[src/rtl/rvfi_trace_buffer.sv]
// Retirement trace buffer: filters RVFI retirements into a show-ahead FIFO
// drained over valid/ready, with retirement and overflow-drop statistics.
module rvfi_trace_buffer #(
   parameter int DEPTH          = 16,
   parameter bit FILTER_BOOTROM = 1'b1,
   parameter int DROP_CNT_W     = 16
) (
   input  logic                     clk,
   input  logic                     reset_n,
   input  logic                     enable,
   input  logic                     flush,
   input  logic                     rvfi_valid,
   input  logic [31:0]              rvfi_pc_rdata,
   input  logic [31:0]              rvfi_insn,
   input  logic [4:0]               rvfi_rd_addr,
   input  logic [31:0]              rvfi_rd_wdata,
   output logic                     trace_valid,
   input  logic                     trace_ready,
   output logic [31:0]              trace_pc,
   output logic [31:0]              trace_insn,
   output logic [4:0]               trace_rd_addr,
   output logic [31:0]              trace_rd_wdata,
   output logic [$clog2(DEPTH):0]   fifo_level,
   output logic [31:0]              retire_count,
   output logic [DROP_CNT_W-1:0]    drop_count,
   output logic                     overflow
);

   localparam int AW = $clog2(DEPTH);

   typedef struct packed {
      logic [31:0] pc;
      logic [31:0] insn;
      logic [4:0]  rd_addr;
      logic [31:0] rd_wdata;
   } rec_t;

   rec_t                  mem_r [DEPTH];
   logic [AW:0]           wr_ptr_r;
   logic [AW:0]           rd_ptr_r;
   logic [AW:0]           level_r;
   logic [31:0]           retire_count_r;
   logic [DROP_CNT_W-1:0] drop_count_r;
   logic                  overflow_r;

   logic                  bootrom_s;
   logic                  acc_s;
   logic                  empty_s;
   logic                  full_s;
   logic                  pop_s;
   logic                  push_s;
   logic                  drop_s;
   rec_t                  wr_rec_s;
   rec_t                  head_s;

   assign bootrom_s = FILTER_BOOTROM && (&rvfi_pc_rdata[31:12]);
   assign acc_s     = rvfi_valid & enable & ~bootrom_s;
   assign empty_s   = (wr_ptr_r == rd_ptr_r);
   assign full_s    = (wr_ptr_r[AW] != rd_ptr_r[AW]) &&
                      (wr_ptr_r[AW-1:0] == rd_ptr_r[AW-1:0]);
   assign pop_s     = ~empty_s & trace_ready;
   // A pop frees the slot in the same cycle, so a full FIFO still accepts.
   assign push_s    = acc_s & (~full_s | pop_s);
   assign drop_s    = acc_s & full_s & ~pop_s;

   assign wr_rec_s.pc       = rvfi_pc_rdata;
   assign wr_rec_s.insn     = rvfi_insn;
   assign wr_rec_s.rd_addr  = rvfi_rd_addr;
   assign wr_rec_s.rd_wdata = (rvfi_rd_addr == 5'd0) ? 32'd0 : rvfi_rd_wdata;

   assign head_s = mem_r[rd_ptr_r[AW-1:0]];

   // Record storage; contents are don't-care until covered by the pointers.
   always_ff @(posedge clk) begin
      if (push_s && !flush) begin
         mem_r[wr_ptr_r[AW-1:0]] <= wr_rec_s;
      end
   end

   // Pointers, occupancy and drop statistics; flush overrides push and pop.
   always_ff @(posedge clk or negedge reset_n) begin
      if (!reset_n) begin
         wr_ptr_r     <= {(AW+1){1'b0}};
         rd_ptr_r     <= {(AW+1){1'b0}};
         level_r      <= {(AW+1){1'b0}};
         drop_count_r <= {DROP_CNT_W{1'b0}};
         overflow_r   <= 1'b0;
      end else if (flush) begin
         wr_ptr_r     <= {(AW+1){1'b0}};
         rd_ptr_r     <= {(AW+1){1'b0}};
         level_r      <= {(AW+1){1'b0}};
         drop_count_r <= {DROP_CNT_W{1'b0}};
         overflow_r   <= 1'b0;
      end else begin
         if (push_s) begin
            wr_ptr_r <= wr_ptr_r + {{AW{1'b0}}, 1'b1};
         end
         if (pop_s) begin
            rd_ptr_r <= rd_ptr_r + {{AW{1'b0}}, 1'b1};
         end
         case ({push_s, pop_s})
            2'b10:   level_r <= level_r + {{AW{1'b0}}, 1'b1};
            2'b01:   level_r <= level_r - {{AW{1'b0}}, 1'b1};
            default: level_r <= level_r;
         endcase
         if (drop_s) begin
            overflow_r <= 1'b1;
            if (!(&drop_count_r)) begin
               drop_count_r <= drop_count_r + {{(DROP_CNT_W-1){1'b0}}, 1'b1};
            end
         end
      end
   end

   // Retirement counter counts filtered retirements regardless of flush or drops.
   always_ff @(posedge clk or negedge reset_n) begin
      if (!reset_n) begin
         retire_count_r <= 32'd0;
      end else if (acc_s) begin
         retire_count_r <= retire_count_r + 32'd1;
      end else begin
         retire_count_r <= retire_count_r;
      end
   end

   // Head presentation; gated to zero while empty so reset/flush clear outputs.
   always_comb begin
      trace_valid    = ~empty_s;
      trace_pc       = 32'd0;
      trace_insn     = 32'd0;
      trace_rd_addr  = 5'd0;
      trace_rd_wdata = 32'd0;
      if (!empty_s) begin
         trace_pc       = head_s.pc;
         trace_insn     = head_s.insn;
         trace_rd_addr  = head_s.rd_addr;
         trace_rd_wdata = head_s.rd_wdata;
      end else begin
         trace_pc       = 32'd0;
      end
   end

   assign fifo_level   = level_r;
   assign retire_count = retire_count_r;
   assign drop_count   = drop_count_r;
   assign overflow     = overflow_r;

endmodule

[config.mk]
export PLATFORM = sky130hd
export DESIGN_NAME = rvfi_trace_buffer
export DESIGN_NICKNAME = d
export VERILOG_FILES = /design/src/rtl/rvfi_trace_buffer.sv
export SDC_FILE = /design/constraint.sdc
export NUM_CORES = 1
export LEC_CHECK = 0
export BUFFER_PORTS_ARGS = -buffer_cell sky130_fd_sc_hd__clkbuf_2
export CAP_MARGIN = 25
export CORE_ASPECT_RATIO = 2
export CORE_UTILIZATION = 35
export DETAILED_ROUTE_END_ITERATION = 16
export GPL_ROUTABILITY_DRIVEN = 1
export SLEW_MARGIN = 20
export SYNTH_ARGS = -nofsm -noshare
export SYNTH_HDL_FRONTEND = slang
export SYNTH_SLANG_ARGS = --single-unit
[constraint.sdc]
create_clock -name clk -period 15.54 [get_ports clk]
set_input_delay 1.554 -clock clk [delete_from_list [all_inputs] [get_ports clk]]
set_output_delay 1.554 -clock clk [all_outputs]
set_load 0.01 [all_outputs]
Yosys cells after proc, flatten, opt, wreduce, memory -nomap -nowiden
Memory sizes are Yosys's and may differ from the RTL's.
Index checks and enable logic that the tools add are counted.
{"block": "word_totals", "n_memories": 1, "wordCells": 59, "regBits": 64, "ramBits": 1616}
{"memory": "mem_r", "words": 16, "word_bits": 101, "rd": 1, "rd_clocked_by_memory_dff": 0, "write_ports": 1, "line": "38", "rtl": "rec_t mem_r [DEPTH];"}
{"block": "classes", "bitwise_logic": 11, "n_reduce_logical": 11, "n_mux": 18, "add_sub_neg": 6, "n_eq_ne": 6}
{"cell": "32-bit two-way mux", "n": 4}
{"cell": "16-bit two-way mux", "n": 3}
{"cell": "32-bit by 1-bit adder with 32-bit output (second input constant)", "n": 1}
{"cell": "5-bit two-way mux", "n": 6}
{"cell": "20-bit AND reduction", "n": 1}
{"cell": "16-bit by 1-bit adder with 16-bit output (second input constant)", "n": 1}
{"cell": "16-bit AND reduction", "n": 1}
{"cell": "5-bit by 1-bit adder with 5-bit output (second input constant)", "n": 3}
{"cell": "5-bit case mux with 2 select lines", "n": 1}
{"cell": "1-bit AND", "n": 6}
{"cell": "2-bit nonzero test", "n": 3}
{"cell": "5-bit equality test", "n": 1}
{"cell": "5-bit logical NOT", "n": 1}
{"cell": "5-bit by 1-bit subtractor with 5-bit output (second input constant)", "n": 1}
{"cell": "4-bit equality test", "n": 1}
{"cell": "1-bit two-way mux", "n": 4}
{"cell": "1-bit NOT", "n": 4}
{"cell": "3-bit nonzero test", "n": 1}
{"cell": "2-bit by 1-bit equality test with 1-bit output (second input constant)", "n": 1}
{"cell": "2-bit equality test (second input constant)", "n": 1}
{"cell": "1-bit logical AND", "n": 2}
{"cell": "2-bit != test (second input constant)", "n": 1}
{"cell": "2-bit AND reduction", "n": 1}
{"cell": "1-bit logical NOT", "n": 1}
{"cell": "2 further kinds", "n": 2}

Logic depth before layout (Yosys ltp)
Gate-level depths: netlist (run 1).
{"block": "depth", "ltp_word": 8, "mapped_depth": 12}

Worst setup path before layout (run 1)
No wires, ideal clock.
{"block": "synth_timing", "path_type": "input port to flip-flop", "start": "input port rvfi_pc_rdata[15]", "end": "memory mem_r[0][0] in the netlist's numbering, enable pin", "arrival_ns": 11.907, "slack_ns": 2.824, "path_buffers": 1, "stages": 6, "setup_time_ns": 0.809, "cell_sequence": "nand4_1 nor2_1 a21oi_1 clkbuf_1 nand2_1 nor4_1"}
{"block": "synth_between", "elab_chain_cells": 7}
{"item": "from (decl)", "line": "13", "rtl": "input logic [31:0] rvfi_pc_rdata,"}
{"item": "20-bit AND reduction", "line": "56", "rtl": "assign bootrom_s = FILTER_BOOTROM && (&rvfi_pc_rdata[31:12]);"}
{"item": "1-bit NOT", "line": "57", "rtl": "assign acc_s = rvfi_valid & enable & ~bootrom_s;"}
{"item": "1-bit AND", "line": "57"}
{"item": "1-bit AND", "line": "63", "rtl": "assign push_s = acc_s & (~full_s | pop_s);"}
{"item": "1-bit logical AND", "line": "75", "rtl": "if (push_s && !flush) begin"}
{"item": "1-bit two-way mux", "line": "75"}
{"item": "1-bit two-way mux (implied by the code)", "line": "76", "rtl": "mem_r[wr_ptr_r[AW-1:0]] <= wr_rec_s;"}
{"item": "to (decl)", "line": "38"}
No other way between the ends.

Final worst setup path (run 1)
{"block": "layout_timing", "start": "register rd_ptr_r[0]", "end": "output port trace_rd_wdata[23]"}
{"block": "layout_between", "elab_chain_cells": 2}
{"item": "from (decl)", "line": "40", "rtl": "logic [AW:0] rd_ptr_r;"}
{"item": "from (signal assigned)", "line": "84", "rtl": "rd_ptr_r <= {(AW+1){1'b0}};"}
{"item": "from (signal assigned)", "line": "90", "rtl": "rd_ptr_r <= {(AW+1){1'b0}};"}
{"item": "from (signal assigned)", "line": "99", "rtl": "rd_ptr_r <= rd_ptr_r + {{AW{1'b0}}, 1'b1};"}
{"item": "memory 16 x 101 bit or 5-bit equality test (tied branches)"}
{"item": "32-bit two-way mux *", "line": "133", "rtl": "if (!empty_s) begin"}
{"item": "to (decl)", "line": "22", "rtl": "output logic [31:0] trace_rd_wdata,"}
Mark *: on every way between the ends. The rest lies on a longest branch, timed or not.

==> results.md, run 1 <==
* Worst skew pair latency at 820 ps
* HPWL Detailed at 81900 um
* LEAKAGE at 22.8 nW
* Number of port buffers at 262
* Vias in the first global route at 31407
* Drt first pass iters at 5
* Cell chain of the critical path: buf_4 -> buf_4 -> buf_4 -> buf_12 -> mux4_2 -> mux4_2 -> and2_1 -> clkbuf_2
* Worst-margin pin slew at 1100 ps
* Netlist cell types at 45
* Critical path peak fanout at 110
* Met1 Use GR at 21.8%
* Die height at 611 um
* WHS at 479 ps
* Starting Density at 35.2%
* CTS tree: built
* Antenna Nets Post-Route at 0
* Vias at 29557
* Synth Instances at 2735
* Cts bufs inserted at 154
* Synthesized area per cell at 23.8 um2
* Avg Vias per Cell at 5.21
* Seq/Total Area, Yosys at 77.2%
* Async S/R FF share, synth at 3.81%
* Layout fillers at 16092
* WHS Path Cells at 1
* Die X at 307 um
* Core Region at 184000 um2
* Crit-path leading delay family: buffers and inverters
* M3 GR Usage at 2.96%
* Post-synth top flop: edfxtp_1
* Total die area at 187000 um2
* Nets at 3197
* Row cnt at 223
* HP Start: retire_count[31]
* Most frequent CP cell: buf_4
* Root Driver: clkbuf_16
* # placed instances at 5395
* Number of flops mapped to enable cells by yosys at 1616
* Path length in cells of the critical path at 8
* Worst path bufs/invs at 5
* Number of synthesized register bits at 1680
* Final GP Congestion at 0.731
* Slew Viols, Final at 0
* Final setup vio count at 0
* Largest net degree at the start of global routing at 157
* Outcome: completed
* Synth warnings at 0
* I/O pins at 263
* Clock Sinks at 1680
* Fin worst setup slack at 7400 ps
* Setup crit start: rd_ptr_r[0]
* DRC Markers at 0
* WP data arrival at 6580 ps
* Postcts setup bufs at 0
* Max Cap Viol at 0
* Busiest grt layer: met2
* PD cells at 129 nW/um2
* Initial antenna violation count at 23
* Final hold vios at 0
* CTS Buffer Depth at 4
* First-pass GRT wire length at 227000 um
* Crit path required time at 13990 ps
* Fin crit period at 8140 ps
* Relative slew margins at 26.6%
* Total Neg Setup Slack at 0 ps
* Peak supply drop at 80.9 uV
* Reg2Reg Depth at 9
* Average wire per cell in the routed design at 27.9 um
* Slowest CP cell: dfrtp_4
* Period utilisation layout at 52.4%
* Layout cells sized above 1 at 33.8%
* Clock slew at reported path FFs at 70 ps
* Total track usage at 17.0%
* Slowest stage delay, CP at 930 ps
* Crit path launch type: flip-flop
* Grt total ovfl at 0
* Hold crit path type: reg -> reg
* Fmax at 0.123 GHz
* CP Class: reg -> out
* Place WS at 7940 ps
* M2 GR Usage at 29.5%
* Post_cts resized at 0
* Synthesized area at 65000 um2
* CP endpoint kind: primary output
* WL final at 158000 um
* Cts hold-fix bufs at 0
* Clock Skew at 69.6 ps
* Syn nets at 2853
* DRT iter0 DRCs at 2490
* Final std cells w/o fill at 5674
* Synthesis-to-layout area growth at 14.1%
* RSZ-0062 raised after global routing: false
* Worst r2r src: rd_ptr_r[0]
* Htree depth at 4
worst paths after layout:
kind | end | slack [ps]
min in group asynchronous | fifo_level[0] | 600
max in group asynchronous | rd_ptr_r[1] | 13880
min | retire_count[31] | 480
max | trace_rd_wdata[23] | 7400
min reg2reg | retire_count[31] | 480
max reg2reg | mem_r[5][22] | 10010
flip-flops by register name, summed over array words and instances (netlist names):
signal,count
wr_ptr_r,5
overflow,1
fifo_level,5
mem_r,1616
rd_ptr_r,5
retire_count,32
drop_count,16
synthesized netlist by cell type (all sizes together) (11+ instances only):
cell | number | area, um2
edfxtp | 1616 | 48500
mux4 | 505 | 11400
and2 | 104 | 651
clkbuf | 75 | 282
buf | 67 | 470
dfrtp | 64 | 1600
nor2 | 53 | 199
xnor2 | 44 | 385
nor2b | 34 | 213
nand3 | 25 | 125
nand2 | 22 | 82.6
nand4 | 19 | 119
xor2 | 14 | 123
nor4 | 11 | 113
through the flow:
step / power (mW) / util [%] / cell area (um2)
2_1_floorplan: 5.74 / - / 65000
3_3_place_gp: 6.04 / 37.6 / 69300
3_5_place_dp: 6.04 / 37.6 / 69300
4_1_cts: 9.71 / 40.2 / 74100
5_1_grt: 9.90 / 40.2 / 74100
6_report: 9.58 / 40.2 / 74100
cell usage in the layout (no fill, tap or decap), drive strengths merged, types with 5 or more instances in the layout:
master    count
ha           10
nand2        22
xor2         14
nor2         53
diode         8
buf          68
edfxtp     1616
nor4         11
a21oi         5
bufinv       10
and2        104
clkinvlp     11
nor2b        34
nand3        25
inv          11
clkinv       55
mux4        505
nand2b        7
clkbuf      450
dfrtp        64
and4          6
nand4        19
mux2i         5
and3         10
xnor2        44
final cells by class:
type	count	area (um2)	area share [%]
Tap cell	2475	3100	4.18
Timing Repair Buffer	330	1920	2.60
Antenna cell	8	20.0	0.0270
Clock buffer	188	4070	5.48
Clock inverter	80	684	0.923
Multi-Input combinational cell	906	14200	19.1
Sequential cell	1680	50100	67.6
Inverter	7	26.3	0.0354
worst reg2reg max path, cell delays in order (launching register included):
cell and delay [ps]:
dfrtp_4 930, xnor2_1 160, nand4_1 260, or2_1 560, and2_1 440, nand3b_1 390
nor2_4 190, buf_4 570, buf_4 870, buf_4 730
power by group:
group / switching (mW) / internal (mW)
Clock: 1.64 / 2.03
Sequential: 0.0301 / 4.99
Combinational: 0.469 / 0.427
kinds of logic after synthesis:
kind of cell | count (synthesis) | synth area share (%)
buf+inv | 149 | 1.20
simple gates | 310 | 2.80
flops | 1680 | 77.2
mux | 513 | 17.6
xor+xnor | 58 | 0.782
fa+ha+maj | 11 | 0.223
compound gates | 14 | 0.193
layer usage:
layer / vias up / routed length, um
met2: 814 / 81300
li1: 12247 / -
met5: - / 174
met1: 16204 / 64700
met3: 264 / 8320
met4: 28 / 3880
No activity file was read; power rests on OpenSTA's default activity.
==> inputs of run 2 (changes only) <==
clock period = 6.56 ns   (was 15.54 ns; I/O delays follow)
==> run 2 against run 1 <==
Compared with the run above: clock power is 150% higher; first-iteration DRC count is 12% lower; critical endpoint is now trace_insn[5]; final cell count is 0.25% lower; register-to-register slack worse by 7600 ps; critical path type unchanged; routed wire length is 3.1% lower; critical path depth is 3 lower; core utilization is 0.26 points higher; clock skew is 31 ps lower; sequential share of layout area is 0.44 points lower.
==> results.md, run 2 (synthesis gave the netlist of run 1 again) <==
* HPWL Detailed at 79200 um (-3.2%)
* Met2 WL at 83600 um (+2.8%)
* Clock Sinks at 1680 (unchanged)
* LEAKAGE at 23.0 nW (+0.76%)
* Worst skew pair latency at 780 ps (-40 ps)
* Multi-input gate area at 14200 um2 (+0.27%)
* Clock Skew at 39.0 ps (-30.6 ps)
* WL final at 153000 um (-3.1%)
* Outcome: completed
* Nets at 3189 (-0.25%)
* Postcts setup bufs at 0 (unchanged)
* Period utilisation layout at 71.2%
* Total track usage at 16.4% (-0.53 points)
* Core Region at 184000 um2 (unchanged)
* Crit path launch type: flip-flop
* Drt first pass iters at 5 (unchanged)
* Die height at 611 um (unchanged)
* DRT iter0 DRCs at 2182 (-12%)
* I/O pins at 263 (unchanged)
* Cts hold-fix bufs at 0 (unchanged)
* Initial antenna violation count at 22 (-4.3%)
* Layout cells sized above 1 at 34.2% (+0.39 points)
* M1 wire length at 60100 um (-7.1%)
* Slowest stage delay, CP at 840 ps (-90 ps)
* Slowest CP cell: dfrtp_4
* First-pass GRT wire length at 223000 um (-1.9%)
* CP endpoint kind: primary output
* Final GP Congestion at 0.741 (+1.4%)
* Number of port buffers at 262 (unchanged)
* FF/Latch Area at 50100 um2 (unchanged)
* RSZ-0062 raised after global routing: false
* Htree depth at 4 (unchanged)
* Row cnt at 223 (unchanged)
* Crit path required time at 5900 ps (-8090 ps)
* Avg Vias per Cell at 5.17 (-0.78%)
* Vias in the first global route at 31428 (+0.067%)
* Top sig layer: met5
* Final setup vio count at 0 (unchanged)
* Total die area at 187000 um2 (unchanged)
* Root Driver: clkbuf_16
* Hold crit path type: in -> async
* Antenna Nets Post-Route at 0 (unchanged)
* Vias at 29255 (-1.0%)
* Layout fillers at 16028 (-0.40%)
* Max FFs per register at 1616 (unchanged)
* Synthesis-to-layout area growth at 14.9%
* Clock slew at reported path FFs at 60 ps (about the same)
* CTS tree: built
* Slew Viols, Final at 0 (unchanged)
* Average wire per cell in the routed design at 27.1 um (-2.9%)
* PD cells at 310 nW/um2 (+140%)
* Grt total ovfl at 0 (unchanged)
* Largest net degree at the start of global routing at 155 (-1.3%)
* Cts bufs inserted at 158 (+2.6%)
* Commonest non-fill, non-tap cell in the layout: edfxtp_1
* WP data arrival at 4020 ps (-2560 ps)
* Max Cap Viol at 0 (unchanged)
* Peak supply drop at 219 uV (+170%)
* DRC Markers at 0 (unchanged)
* Final Power at 23.1 mW (+140%)
* Post_cts resized at 0 (unchanged)
* CTS Buffer Depth at 4 (unchanged)
* Starting Density at 35.2% (unchanged)
* Relative slew margins at 31.3% (+4.7 points)
* Met3 routed WL at 6580 um (-21%)
* Commonest cells after routing, fill and taps aside: edfxtp_1 (1616), mux4_2 (505), clkbuf_2 (262), clkbuf_16 (160), and2_1 (104)
* Fin crit period at 4670 ps
* Cell chain of the critical path: buf_12 -> mux4_2 -> mux4_2 -> and2_1 -> clkbuf_2
* Final hold vios at 0 (unchanged)
* Critical path peak fanout at 94 (-15%)
* Most frequent CP cell: mux4_2
* Worst-margin pin slew at 1030 ps (-70.0 ps)
* Die X at 307 um (unchanged)
* WHS at 60.0 ps (-419 ps)
* CP Class: reg -> out
* Final core occ at 40.5% (+0.26 points)
* Fmax at 0.214 GHz
run 2: changes by cell type in the layout (fill, tap and decap cells not counted), moves of 4 or more:
cell,before,now
buf_12,5,28
buf_4,61,26
bufinv_16,10,20
clkbuf_1,30,15
clkinv_2,20,35
clkinvlp_4,11,5
diode_2,8,4
nor4_2,11,7
nor4_4,0,4
run 2: final cells by class:
class / instances / share of cell area (%)
clock inverters: 95 / 1.32
clock buffers: 175 / 5.44
flip-flops and latches: 1680 / 67.2
multi-input cells: 906 / 19.1
repair buffers: 318 / 2.79
diodes: 4 / 0.0134
well taps: 2475 / 4.15
inverters: 7 / 0.0352
run 2: worst max-delay path, delay by kind of cell (launching register included):
family | cells | cell delay [ps]
buffers and inverters | 2 | 680
muxes | 2 | 1140
and+or+nand+nor | 1 | 240
DFF | 1 | 840
run 2: final timing paths:
path	startpoint	end	slack, ps	depth (start not counted)
setup / recovery	rd_ptr_r[0]	trace_insn[5]	1890	5
hold / removal	reset_n	rd_ptr_r[0]	60	2
setup reg to reg	rd_ptr_r[1]	mem_r[4][22]	2390	7
hold reg to reg	retire_count[21]	retire_count[21]	490	1
max in group asynchronous	reset_n	rd_ptr_r[2]	5870	2
min in group clk	rvfi_insn[13]	mem_r[9][50]	270	1
run 2: layer usage:
metal / vias up / track usage (%)
met3: 234 / 2.43
met2: 702 / 30.2
met4: 24 / 3.95
met1: 16083 / 20.2
li1: 12212 / -
met5: - / 0
run 2: where the power goes:
group	switching, mW	internal [mW]	leakage (nW)	total [mW]
Combinational	1.10	1.02	5.10	2.11
Sequential	0.0748	11.8	15.4	11.9
Clock	3.88	5.24	2.49	9.12
Total	5.05	18.1	23.0	23.1
run 2: metrics by stage:
| stage | area [um2] | setup TNS [ps] | std cells | setup slack (ps) |
|---|---|---|---|---|
| finish | 74600 | 0 | 5660 | 1890 |
| global route | 74600 | 0 | 5657 | 1690 |
| CTS | 74600 | 0 | 5648 | 1750 |
| detailed placement | 69500 | 0 | 5378 | 2140 |
| global placement | 69500 | 0 | 5378 | 2200 |
| floorplan | 65000 | -410620 | 2735 | -1030 |
